[src/rtl/juggle_pkg.sv]
// ---------------------------------------------------------------------------
// juggle_pkg
// Shared definitions for the juggling video pipeline.
//   NUM_SLOTS     number of ball slots driven by the trajectory generator
//   X_W / Y_W     pixel coordinate widths (horizontal / vertical)
//   BALL_PALETTE  RGB444 colour per ball slot, index = ball id
//   render_state_t  snapshot capture states used by ball_renderer
//   abs_diff      magnitude of a 12-bit signed coordinate difference
//   active_mask   thermometer mask of the slots below a ball count
// ---------------------------------------------------------------------------
package juggle_pkg;

  localparam int NUM_SLOTS = 7;
  localparam int X_W       = 11;
  localparam int Y_W       = 10;
  localparam int C_W       = 12;

  // Leftmost entry is slot 6, rightmost is slot 0.
  localparam logic [NUM_SLOTS-1:0][C_W-1:0] BALL_PALETTE = {
    12'hFFF,  // slot 6: white
    12'hF0F,  // slot 5: magenta
    12'h0FF,  // slot 4: cyan
    12'hFF0,  // slot 3: yellow
    12'h00F,  // slot 2: blue
    12'h0F0,  // slot 1: green
    12'hF00   // slot 0: red
  };

  typedef enum logic [1:0] {
    WAIT_FRAME = 2'd0,
    CAPTURE    = 2'd1,
    HOLD       = 2'd2
  } render_state_t;

  // Differences come from zero-extended 11-bit operands, so -2048 never
  // occurs and the magnitude always fits in 11 bits.
  function automatic logic [10:0] abs_diff(input logic signed [11:0] v);
    return v[11] ? (~v[10:0] + 11'd1) : v[10:0];
  endfunction

  // Bit i set when slot i is below the ball count n.
  function automatic logic [NUM_SLOTS-1:0] active_mask(input logic [2:0] n);
    logic [NUM_SLOTS-1:0] m;
    for (int i = 0; i < NUM_SLOTS; i++) begin
      m[i] = (3'(i) < n);
    end
    return m;
  endfunction

endpackage

[src/rtl/ball_hit_test.sv]
// ---------------------------------------------------------------------------
// ball_hit_test
// Distance test of the streamed pixel against one ball centre, two stages.
//   S1: |dx|, |dy| (low bits only) and the bounding-box "near" flag.
//   S2: dx^2 + dy^2 for near pixels, forced to 0 with near cleared otherwise.
// Ports
//   clk_in, rst_in   clock, asynchronous active-high reset
//   hcount_in        current pixel x
//   vcount_in        current pixel y
//   x_in, y_in       ball centre (from the frame snapshot)
//   near_out         S2: pixel inside the RADIUS bounding box
//   sum_out          S2: squared distance, valid when near_out
// ---------------------------------------------------------------------------
module ball_hit_test
  import juggle_pkg::*;
#(
  parameter int RADIUS = 8
) (
  input  logic           clk_in,
  input  logic           rst_in,
  input  logic [X_W-1:0] hcount_in,
  input  logic [Y_W-1:0] vcount_in,
  input  logic [X_W-1:0] x_in,
  input  logic [Y_W-1:0] y_in,
  output logic           near_out,
  output logic [8:0]     sum_out
);

  localparam logic [10:0] R_LIM = 11'(RADIUS);

  logic signed [11:0] w_dx;
  logic signed [11:0] w_dy;
  logic [10:0]        w_adx;
  logic [10:0]        w_ady;
  logic               w_near;

  // Near pixels have |d| <= RADIUS <= 15, so four bits carry the whole value.
  logic [3:0]         r_adx;
  logic [3:0]         r_ady;
  logic               r_near_s1;

  logic [8:0]         w_opx;
  logic [8:0]         w_opy;
  logic [8:0]         w_sum;

  logic               r_near_s2;
  logic [8:0]         r_sum;

  // Zero-extend before subtracting so coordinates never wrap around the screen.
  assign w_dx   = $signed({1'b0, hcount_in}) - $signed({1'b0, x_in});
  assign w_dy   = $signed({2'b00, vcount_in}) - $signed({2'b00, y_in});
  assign w_adx  = abs_diff(w_dx);
  assign w_ady  = abs_diff(w_dy);
  assign w_near = (w_adx <= R_LIM) && (w_ady <= R_LIM);

  // S1 register: clipped magnitudes and bounding-box flag.
  always_ff @(posedge clk_in or posedge rst_in) begin
    if (rst_in) begin
      r_adx     <= 4'd0;
      r_ady     <= 4'd0;
      r_near_s1 <= 1'b0;
    end else begin
      r_adx     <= w_adx[3:0];
      r_ady     <= w_ady[3:0];
      r_near_s1 <= w_near;
    end
  end

  assign w_opx = {5'd0, r_adx};
  assign w_opy = {5'd0, r_ady};
  assign w_sum = (w_opx * w_opx) + (w_opy * w_opy);

  // S2 register: squared distance only for pixels inside the box.
  always_ff @(posedge clk_in or posedge rst_in) begin
    if (rst_in) begin
      r_near_s2 <= 1'b0;
      r_sum     <= 9'd0;
    end else if (r_near_s1) begin
      r_near_s2 <= 1'b1;
      r_sum     <= w_sum;
    end else begin
      r_near_s2 <= 1'b0;
      r_sum     <= 9'd0;
    end
  end

  assign near_out = r_near_s2;
  assign sum_out  = r_sum;

endmodule

[src/rtl/ball_renderer.sv]
// ---------------------------------------------------------------------------
// ball_renderer
// Draws up to NUM_SLOTS balls as filled discs over the streamed video raster.
// Ball positions are snapshotted once per frame (one cycle after nf_in) so a
// frame never tears; every pixel is tested against the snapshot with a fixed
// three-cycle latency and no stall.
// Ports
//   clk_in, rst_in     clock, asynchronous active-high reset
//   nf_in              new-frame strobe (start of vertical blank)
//   traj_x_in/_y_in    ball positions from the trajectory generator
//   traj_valid_in      trajectory outputs meaningful
//   num_balls_in       active ball count 0..7
//   hcount_in/vcount_in/data_valid_in   pixel stream in
//   hit_out, ball_id_out, pixel_out, data_valid_out   pixel stream out
// ---------------------------------------------------------------------------
module ball_renderer
  import juggle_pkg::*;
#(
  parameter int                              RADIUS  = 8,
  parameter logic [NUM_SLOTS-1:0][C_W-1:0]   PALETTE = BALL_PALETTE
) (
  input  logic                          clk_in,
  input  logic                          rst_in,
  input  logic                          nf_in,
  input  logic [NUM_SLOTS-1:0][X_W-1:0] traj_x_in,
  input  logic [NUM_SLOTS-1:0][Y_W-1:0] traj_y_in,
  input  logic                          traj_valid_in,
  input  logic [2:0]                    num_balls_in,
  input  logic [X_W-1:0]                hcount_in,
  input  logic [Y_W-1:0]                vcount_in,
  input  logic                          data_valid_in,
  output logic                          hit_out,
  output logic [2:0]                    ball_id_out,
  output logic [C_W-1:0]                pixel_out,
  output logic                          data_valid_out
);

  localparam logic [8:0] R_SQ = 9'(RADIUS * RADIUS);

  render_state_t                 r_state;
  logic [NUM_SLOTS-1:0][X_W-1:0] r_snap_x;
  logic [NUM_SLOTS-1:0][Y_W-1:0] r_snap_y;
  logic [2:0]                    r_snap_num;

  logic [NUM_SLOTS-1:0]          r_act_s1;
  logic [NUM_SLOTS-1:0]          r_act_s2;
  logic                          r_dv_s1;
  logic                          r_dv_s2;

  logic [NUM_SLOTS-1:0]          w_near;
  logic [NUM_SLOTS-1:0][8:0]     w_sum;
  logic [NUM_SLOTS-1:0]          w_in;
  logic                          w_hit;
  logic [2:0]                    w_id;
  logic [C_W-1:0]                w_pix;

  // Capture FSM: positions latch during the single CAPTURE cycle only.
  always_ff @(posedge clk_in or posedge rst_in) begin
    if (rst_in) begin
      r_state    <= WAIT_FRAME;
      r_snap_x   <= '0;
      r_snap_y   <= '0;
      r_snap_num <= 3'd0;
    end else begin
      case (r_state)
        WAIT_FRAME: begin
          if (nf_in) begin
            r_state <= CAPTURE;
          end else begin
            r_state <= WAIT_FRAME;
          end
        end
        CAPTURE: begin
          // The generator's registered outputs are current for this frame now.
          if (traj_valid_in) begin
            r_snap_x   <= traj_x_in;
            r_snap_y   <= traj_y_in;
            r_snap_num <= num_balls_in;
          end else begin
            r_snap_num <= 3'd0;
          end
          r_state <= HOLD;
        end
        HOLD: begin
          if (nf_in) begin
            r_state <= CAPTURE;
          end else begin
            r_state <= HOLD;
          end
        end
        default: begin
          r_state <= WAIT_FRAME;
        end
      endcase
    end
  end

  for (genvar g = 0; g < NUM_SLOTS; g++) begin : g_ball
    ball_hit_test #(
      .RADIUS (RADIUS)
    ) u_hit_test (
      .clk_in    (clk_in),
      .rst_in    (rst_in),
      .hcount_in (hcount_in),
      .vcount_in (vcount_in),
      .x_in      (r_snap_x[g]),
      .y_in      (r_snap_y[g]),
      .near_out  (w_near[g]),
      .sum_out   (w_sum[g])
    );
  end

  // Active-slot mask and valid travel alongside the pixel, so pixels already
  // in flight keep the ball count that was current when they entered S1.
  always_ff @(posedge clk_in or posedge rst_in) begin
    if (rst_in) begin
      r_act_s1 <= '0;
      r_act_s2 <= '0;
      r_dv_s1  <= 1'b0;
      r_dv_s2  <= 1'b0;
    end else begin
      r_act_s1 <= active_mask(r_snap_num);
      r_act_s2 <= r_act_s1;
      r_dv_s1  <= data_valid_in;
      r_dv_s2  <= r_dv_s1;
    end
  end

  // S3 disc test per slot.
  always_comb begin
    w_in = '0;
    for (int i = 0; i < NUM_SLOTS; i++) begin
      w_in[i] = w_near[i] && (w_sum[i] <= R_SQ) && r_act_s2[i];
    end
  end

  // Priority encoder: scanning downward leaves the lowest hit index in place.
  always_comb begin
    w_hit = 1'b0;
    w_id  = 3'd0;
    for (int i = NUM_SLOTS - 1; i >= 0; i--) begin
      if (w_in[i]) begin
        w_hit = 1'b1;
        w_id  = 3'(i);
      end else begin
        w_hit = w_hit;
        w_id  = w_id;
      end
    end
  end

  // Palette lookup; black whenever nothing is hit.
  always_comb begin
    w_pix = 12'h000;
    if (w_hit) begin
      case (w_id)
        3'd0:    w_pix = PALETTE[0];
        3'd1:    w_pix = PALETTE[1];
        3'd2:    w_pix = PALETTE[2];
        3'd3:    w_pix = PALETTE[3];
        3'd4:    w_pix = PALETTE[4];
        3'd5:    w_pix = PALETTE[5];
        3'd6:    w_pix = PALETTE[6];
        default: w_pix = 12'h000;
      endcase
    end else begin
      w_pix = 12'h000;
    end
  end

  // S3 output register toward the video mixer.
  always_ff @(posedge clk_in or posedge rst_in) begin
    if (rst_in) begin
      hit_out        <= 1'b0;
      ball_id_out    <= 3'd0;
      pixel_out      <= 12'h000;
      data_valid_out <= 1'b0;
    end else begin
      hit_out        <= w_hit;
      ball_id_out    <= w_id;
      pixel_out      <= w_pix;
      data_valid_out <= r_dv_s2;
    end
  end

endmodule

[config.mk]
export PLATFORM = sky130hd
export DESIGN_NAME = ball_renderer
export DESIGN_NICKNAME = d
export VERILOG_FILES = /design/src/rtl/juggle_pkg.sv /design/src/rtl/ball_hit_test.sv /design/src/rtl/ball_renderer.sv
export SDC_FILE = /design/constraint.sdc
export NUM_CORES = 1
export LEC_CHECK = 0
export ABC_AREA = 1
export BUFFER_PORTS_ARGS = -buffer_cell sky130_fd_sc_hd__buf_4
export CAP_MARGIN = 40
export CORE_MARGIN = 1.5
export CORE_UTILIZATION = 51
export CTS_BUF_LIST = sky130_fd_sc_hd__clkbuf_8
export DETAILED_ROUTE_END_ITERATION = 7
export GPL_ROUTABILITY_DRIVEN = 1
export GPL_TIMING_DRIVEN = 0
export PLACE_DENSITY = 0.79
export SYNTH_ARGS = -nofsm -noshare
export SYNTH_HDL_FRONTEND = slang
export SYNTH_SLANG_ARGS = --single-unit
[constraint.sdc]
create_clock -name clk_in -period 12.4 [get_ports clk_in]
set_input_delay 0.62 -clock clk_in [delete_from_list [all_inputs] [get_ports clk_in]]
set_output_delay 0.62 -clock clk_in [all_outputs]
set_load 0.005 [all_outputs]
# After elaboration in Yosys (flattened, before gate mapping)
# Index checks and enable logic that the tools add are counted.
[op_classes]
order_cmp = 28
reduce_logical = 24
bitwise_logic = 14
mul = 14
eq_ne = 8
addsub = 35
mux = 48
[ops]
columns = ["cell", "n"]
rows = [
  ["11-bit by 1-bit adder with 11-bit output, second input constant", 14],
  ["11-bit by 4-bit less-or-equal comparator with 1-bit output, second input constant", 14],
  ["11-bit 2-to-1 mux", 14],
  ["11-bit NOT", 14],
  ["4-bit by 4-bit multiplier with 8-bit output", 14],
  ["12-bit case mux with 7 select lines", 1],
  ["11-bit by 11-bit subtractor with 12-bit output", 7],
  ["10-bit by 10-bit subtractor with 11-bit output", 7],
  ["9-bit adder", 7],
  ["9-bit by 7-bit less-or-equal comparator with 1-bit output, second input constant", 7],
  ["9-bit 2-to-1 mux", 7],
  ["3-bit 2-to-1 mux", 8],
  ["1-bit logical AND", 21],
  ["1-bit 2-to-1 mux", 15],
  ["12-bit 2-to-1 mux", 1],
  ["3-bit == test, second input constant", 3],
  ["3-bit < comparator, first input constant", 3],
  ["3-bit by 2-bit == test with 1-bit output, second input constant", 2],
  ["1-bit by 3-bit < comparator with 1-bit output, first input constant", 2],
  ["2-bit by 3-bit < comparator with 1-bit output, first input constant", 2],
  ["2-bit case mux with 3 select lines", 1],
  ["3-bit by 1-bit == test with 1-bit output, second input constant", 1],
  ["3-bit zero test", 1],
  ["2-bit by 1-bit == test with 1-bit output, second input constant", 1],
  ["4 further kinds", 4],
]
[totals]
elab_cells = 230
ff_bits = 318

# Logic depth before layout (Yosys ltp)
[logic_depth]
word_depth = 13
mapped_depth = 20
ltp_nobuf = 20

# Modules after synthesis
# Synthesis repeated with hierarchy kept, for this count alone.
[hier_totals]
hier_cells = 4064
area_unflattened_um2 = 29401.9
[by_module_without_submodules]
columns = ["module", "seq_area_each_um2", "n_inst", "cells_per_inst", "area_each_um2"]
rows = [
  ["ball_hit_test at g_ball[0].u_hit_test ...", 475.5, 3, 521, 3183.1],
  ["ball_hit_test at g_ball[2].u_hit_test ...", 475.5, 3, 498, 3106.7],
  ["ball_renderer", 4404.2, 1, 462, 7268.2],
  ["ball_hit_test at g_ball[4].u_hit_test", 475.5, 1, 545, 3264.4],
]

# Least setup slack after synthesis
# No wires, ideal clock.
[synth_timing]
path_kind = "input to register"
startpoint = "in hcount_in[0]"
endpoint = "reg g_ball[4].u_hit_test.r_near_s1"
path_slack_ns = 9.692
required_ns = 12.329
path_stages = 17
path_buffers = 0
t_arrival_ns = 2.636
setup_time_ns = 0.071
path_cell_list = "inv_1 -> ha_1 -> fa_1 -> ha_1 -> a21boi_0 -> nand3_1 -> nor2_1 -> nand2_1 -> nand2_1 -> nand2_1 -> nand2_1 -> nand2_1 -> inv_1 -> nand2_1 -> nor2_1 -> nand3_1 -> nor2_1"
[synth_via]
elab_chain_len = 6
[synth_lines]
columns = ["element", "line_no", "rtl"]
rows = [
  ["start, declared", "ball_renderer.sv:29", "input logic [X_W-1:0] hcount_in,"],
  ["11-bit by 11-bit subtractor with 12-bit output *", "ball_hit_test.sv:50", "assign w_dx = $signed({1'b0, hcount_in}) - $signed({1'b0, x_in});"],
  ["11-bit NOT", "juggle_pkg.sv:38", "return v[11] ? (~v[10:0] + 11'd1) : v[10:0];"],
  ["11-bit by 1-bit adder with 11-bit output", "juggle_pkg.sv:38", ""],
  ["11-bit 2-to-1 mux *", "juggle_pkg.sv:38", ""],
  ["11-bit by 4-bit less-or-equal comparator with 1-bit output *", "ball_hit_test.sv:54", "assign w_near = (w_adx <= R_LIM) && (w_ady <= R_LIM);"],
  ["1-bit logical AND *", "ball_hit_test.sv:54", ""],
  ["via g_ball[4].u_hit_test.w_near", "ball_hit_test.sv:35", "logic w_near;"],
  ["end signal, assigned", "ball_hit_test.sv:65", "r_near_s1 <= w_near;"],
  ["end, declared", "ball_hit_test.sv:40", "logic r_near_s1;"],
]
# Mark *: on every way through the listed nets, which the timed path passes. The rest lies on a longest branch.
# A chain may end at the register's enable or synchronous reset.

# Final worst setup path
[layout_timing]
startpoint = "in vcount_in[1]"
endpoint = "reg g_ball[1].u_hit_test.r_near_s1"
[layout_via]
elab_chain_len = 6
[layout_lines]
columns = ["element", "line_no", "rtl"]
rows = [
  ["start, declared", "ball_renderer.sv:30", "input logic [Y_W-1:0] vcount_in,"],
  ["10-bit by 10-bit subtractor with 11-bit output *", "ball_hit_test.sv:51", "assign w_dy = $signed({2'b00, vcount_in}) - $signed({2'b00, y_in});"],
  ["11-bit NOT", "juggle_pkg.sv:38", ""],
  ["11-bit by 1-bit adder with 11-bit output", "juggle_pkg.sv:38", ""],
  ["11-bit 2-to-1 mux *", "juggle_pkg.sv:38", ""],
  ["11-bit by 4-bit less-or-equal comparator with 1-bit output *", "ball_hit_test.sv:54", ""],
  ["1-bit logical AND *", "ball_hit_test.sv:54", ""],
  ["via g_ball[1].u_hit_test.w_near", "ball_hit_test.sv:35", ""],
  ["end signal, assigned", "ball_hit_test.sv:65", ""],
  ["end, declared", "ball_hit_test.sv:40", ""],
]
# Marked as above.

==> impl_metrics.csv <==
group,metric,value,unit
status,status,"finished, final reports clean",
final_layout,instances_no_fill,5142,
pwr,clkPwrFrac,0.170,
timing,whs,0.0942,ns
setup_path,critPathMaxStageDelay,0.63,ns
pwr,power_switching_share,0.478,
setup_path,cp_slowest_cell,"fa_1",
setup_path,path_class,"primary input to flip-flop",
route,dr_total_vias,26200,
timing,grt_setup_unrepaired,"false",
setup_path,crit_family,"buffers and inverters",
setup_path,crit_path_max_fanout,8,
run,maxCapViolCount,0,
min_path,min-delay-start,"data_valid_in",
grt,grt_antenna_before_repair,8,
min_path,hold_end,"r_dv_s1",
setup_path,r2r_end,"r_snap_y[61]",
grt,track_usage,0.280,
grt,first_global_vias,24400,
setup_path,path_cells,"buf_4 -> inv_1 -> buf_16 -> fa_1 -> ha_1 -> a21boi_0 -> nand3_1 -> nor2_1 -> nand3_1 -> nand2_1 -> nand2_1 -> inv_1 -> nand2_1 -> nor2_1 -> nand3_1 -> nor2_1",
setup_path,cp.buffers_inverters,4,
clock_tree,cts_tree,"built",
clock_tree,clkTransAtPathRegs,0.06,ns
grt,gr-total-overflow,0,
timing,min_period,2.93,ns
timing,worstMarginPinSlew,0.838,ns
final_layout,final_util,0.588,
setup_path,worstRegToRegCells,8,
final_layout,finalInstanceArea,30900,um^2
setup_path,timing.rr.start,"r_state[0]",
clock_tree,postCtsSetupBuffers,0,
route,wl_per_cell,14.5,um
floorplanning,start_util,0.516,
pwr,p_int,3.25,mW
final_layout,syn_to_final_growth,14.0,%
timing,period_share,0.237,
final_layout,layout-drive-gt1-share,0.0888,
route,postRouteAntennaNets,0,
timing,final_max_slew_viol_count,0,
min_path,hold_path_class,"primary input to flip-flop",
placement,io_buffer_count,192,
timing,clock-skew-final,0.0352,ns
setup_path,crit_path_start_kind,"primary input",
floorplanning,fp.dieArea,54500,um^2
pwr,total_power,6.23,mW
clock_tree,insertion_delay,0.66,ns
min_path,hold_depth,1,
floorplanning,die_x,234,um
placement,place_congestion,0.961,
clock_tree,h-tree-depth,2,
clock_tree,cts_sinks,309,
timing,setup_violations,0,
synth,synth_edf_count,0,
route,via_per_inst,5.10,
synth,syn_area_per_cell,6.53,um^2
floorplanning,fp-row-count,84,
pwr,leakage,18.7,nW
setup_path,required,12.99,ns
pwr,ir_drop,0.105,mV
grt,grt_pass1_wl,120000,um
timing,hold_viol,0,
synth,syn_inst,4147,
pwr,comb_power_share,0.610,
pwr,netSwitchingPower,2.98,mW
synth,ys_warn_count,0,
final_layout,nets,4873,
timing,slew_headroom,0.441,
floorplanning,die_y,234,um
placement,dp_hpwl,58900,um
floorplanning,core_area,52600,um^2
placement,dp.cells,5039,
route,drc,0,
synth,syn_area,27100,um^2
synth,ys_async_sr_fraction,1.00,
grt,grt_max_degree,100,
timing,max_freq,341,MHz
route,detail_route.iter0.violations,1771,
floorplanning,pin_count,193,
clock_tree,cts_root_buffer,"clkbuf_8",
route,drt-total-wl,74800,um
setup_path,arrival,3.52,ns
placement,dpl-instance-area,29600,um^2
synth,ys_types,43,
pwr,power_density,202,nW/um^2
setup_path,rrSetupSlack,9.50,ns
pwr,pwr-share-seq,0.220,
synth,synth_seq_area_share,0.285,
synth,ys_ff_latch,309,
clock_tree,cts_buffers,56,
synth,synth_nets,4610,
setup_path,cp-end-kind,"flip-flop",
synth,synth-main-ff-cell,"dfrtp_1",
route,drt-pass1-iter-count,5,
clock_tree,clockBufferDepth,3,
[repair_timing]
item	4_1_cts	5_1_grt
hold buffers	1	0
gates resized for setup	0	0
setup endpoints to repair	0	0
hold endpoints to repair	55	0
[sequential cells by signal, indices dropped and copies added, names as in the netlist, 28 cells and up]
| name | count |
|---|---|
| r_snap_x | 77 |
| r_snap_y | 70 |
| g_ball.u_hit_test.r_ady | 28 |
| g_ball.u_hit_test.sum_out | 63 |
| g_ball.u_hit_test.r_adx | 28 |
[cell type report]
type	count	area (um^2)
plain buffers	56	315
clock buffers	73	1000
fillers	4958	21700
repair buffers	205	1680
clock inverters	25	221
diodes	4	10.0
well taps	688	861
multi-input cells	3003	16100
inverters	779	2930
flip-flops and latches	309	7730
[kinds of logic (layout without fill, tap and decap cells)]
logic type | count (synthesis) | after routing | share of synthesized area
other cells | 0 | 4 | 0
compound gates | 420 | 420 | 0.0854
mux | 14 | 14 | 0.00582
simple gates | 2199 | 2199 | 0.336
flops | 309 | 309 | 0.285
xor+xnor | 83 | 83 | 0.0274
fa+ha+maj | 287 | 287 | 0.140
buf+inv | 835 | 1138 | 0.119
[cell usage in the layout, fill, tap and decap left out, types with 6 or more instances in the layout]
cell and instances:
inv_1 778, o21ai_0 85, nor3_1 48, nand3b_1 28, nand2_1 1209, nand3_2 6, buf_6 9, inv_2 8
o21a_1 8, o21bai_1 12, clkbuf_8 73, nand3_1 337, xor2_1 48, nand4_1 51, buf_4 208, mux2_2 14
fa_1 28, a21o_1 7, dfrtp_1 309, a21oi_1 260, a21oi_2 8, and2_1 7, nor2_2 9, ha_1 259
nand2_2 11, clkinv_2 11, xnor2_1 33, clkbuf_1 29, a31oi_1 21, nor2_1 483
[worst reg2reg max path, stage by stage (launching register included)]
cell and delay (ns):
dfrtp_1 0.37, inv_1 0.09, nor2_1 0.11, nand2_1 0.48
clkbuf_1 0.60, buf_8 0.24, clkbuf_1 0.63, nor2_1 0.17
a21oi_1 0.15
[cells in the mapped netlist (all sizes together), types with 8 or more instances]
cell type | count | area, um^2
nand4 | 51 | 319
o21bai | 12 | 90.1
buf | 24 | 191
nand3b | 28 | 210
xnor2 | 33 | 289
nor2 | 493 | 1880
dfrtp | 309 | 7730
a31oi | 21 | 131
clkbuf | 32 | 123
o21a | 8 | 60.1
a21oi | 273 | 1450
ha | 259 | 3240
nand2 | 1220 | 4610
mux2 | 14 | 158
nor3 | 51 | 270
o21ai | 89 | 445
xor2 | 50 | 453
nand3 | 343 | 1750
fa | 28 | 561
inv | 779 | 2920
[stage by stage]
step	TNS, ns	setup slack, ns
after floorplan	0	3.24
after global placement	-5.48	-0.0509
after detailed placement	0	8.87
after CTS	0	9.53
after global routing	0	9.28
final	0	9.47
[how the worst max path moves through the flow]
stage | cells past startpoint | end | from
2_1_floorplan | 1 | ball_id_out[0] | rst_in
3_3_place_gp | 2 | r_snap_y[48] | rst_in
6_report | 16 | g_ball[1].u_hit_test.r_near_s1 | vcount_in[1]
4_1_cts | 8 | r_snap_y[61] | r_state[0]
5_1_grt | 18 | g_ball[1].u_hit_test.r_near_s1 | vcount_in[1]
3_5_place_dp | 18 | g_ball[4].u_hit_test.r_near_s1 | hcount_in[0]
[power by group through the flow]
stage	logic, mW	clock network [mW]	registers [mW]
global route	4.39	1.12	1.40
floorplan	3.01	0	1.34
finish	3.80	1.06	1.37
detailed placement	3.74	0	1.38
CTS	3.77	1.08	1.37
global placement	3.64	0	1.38
[routing by layer]
metal  global-route usage  wire length, um  vias to the layer above
met3               0.0591             6020                      163
li1                     -                -                    13500
met5                    0               49                        -
met1                0.362            32700                    11900
met4                0.105             2990                        8
met2                0.458            33000                      695
No activity file was read; power rests on OpenSTA's default activity.
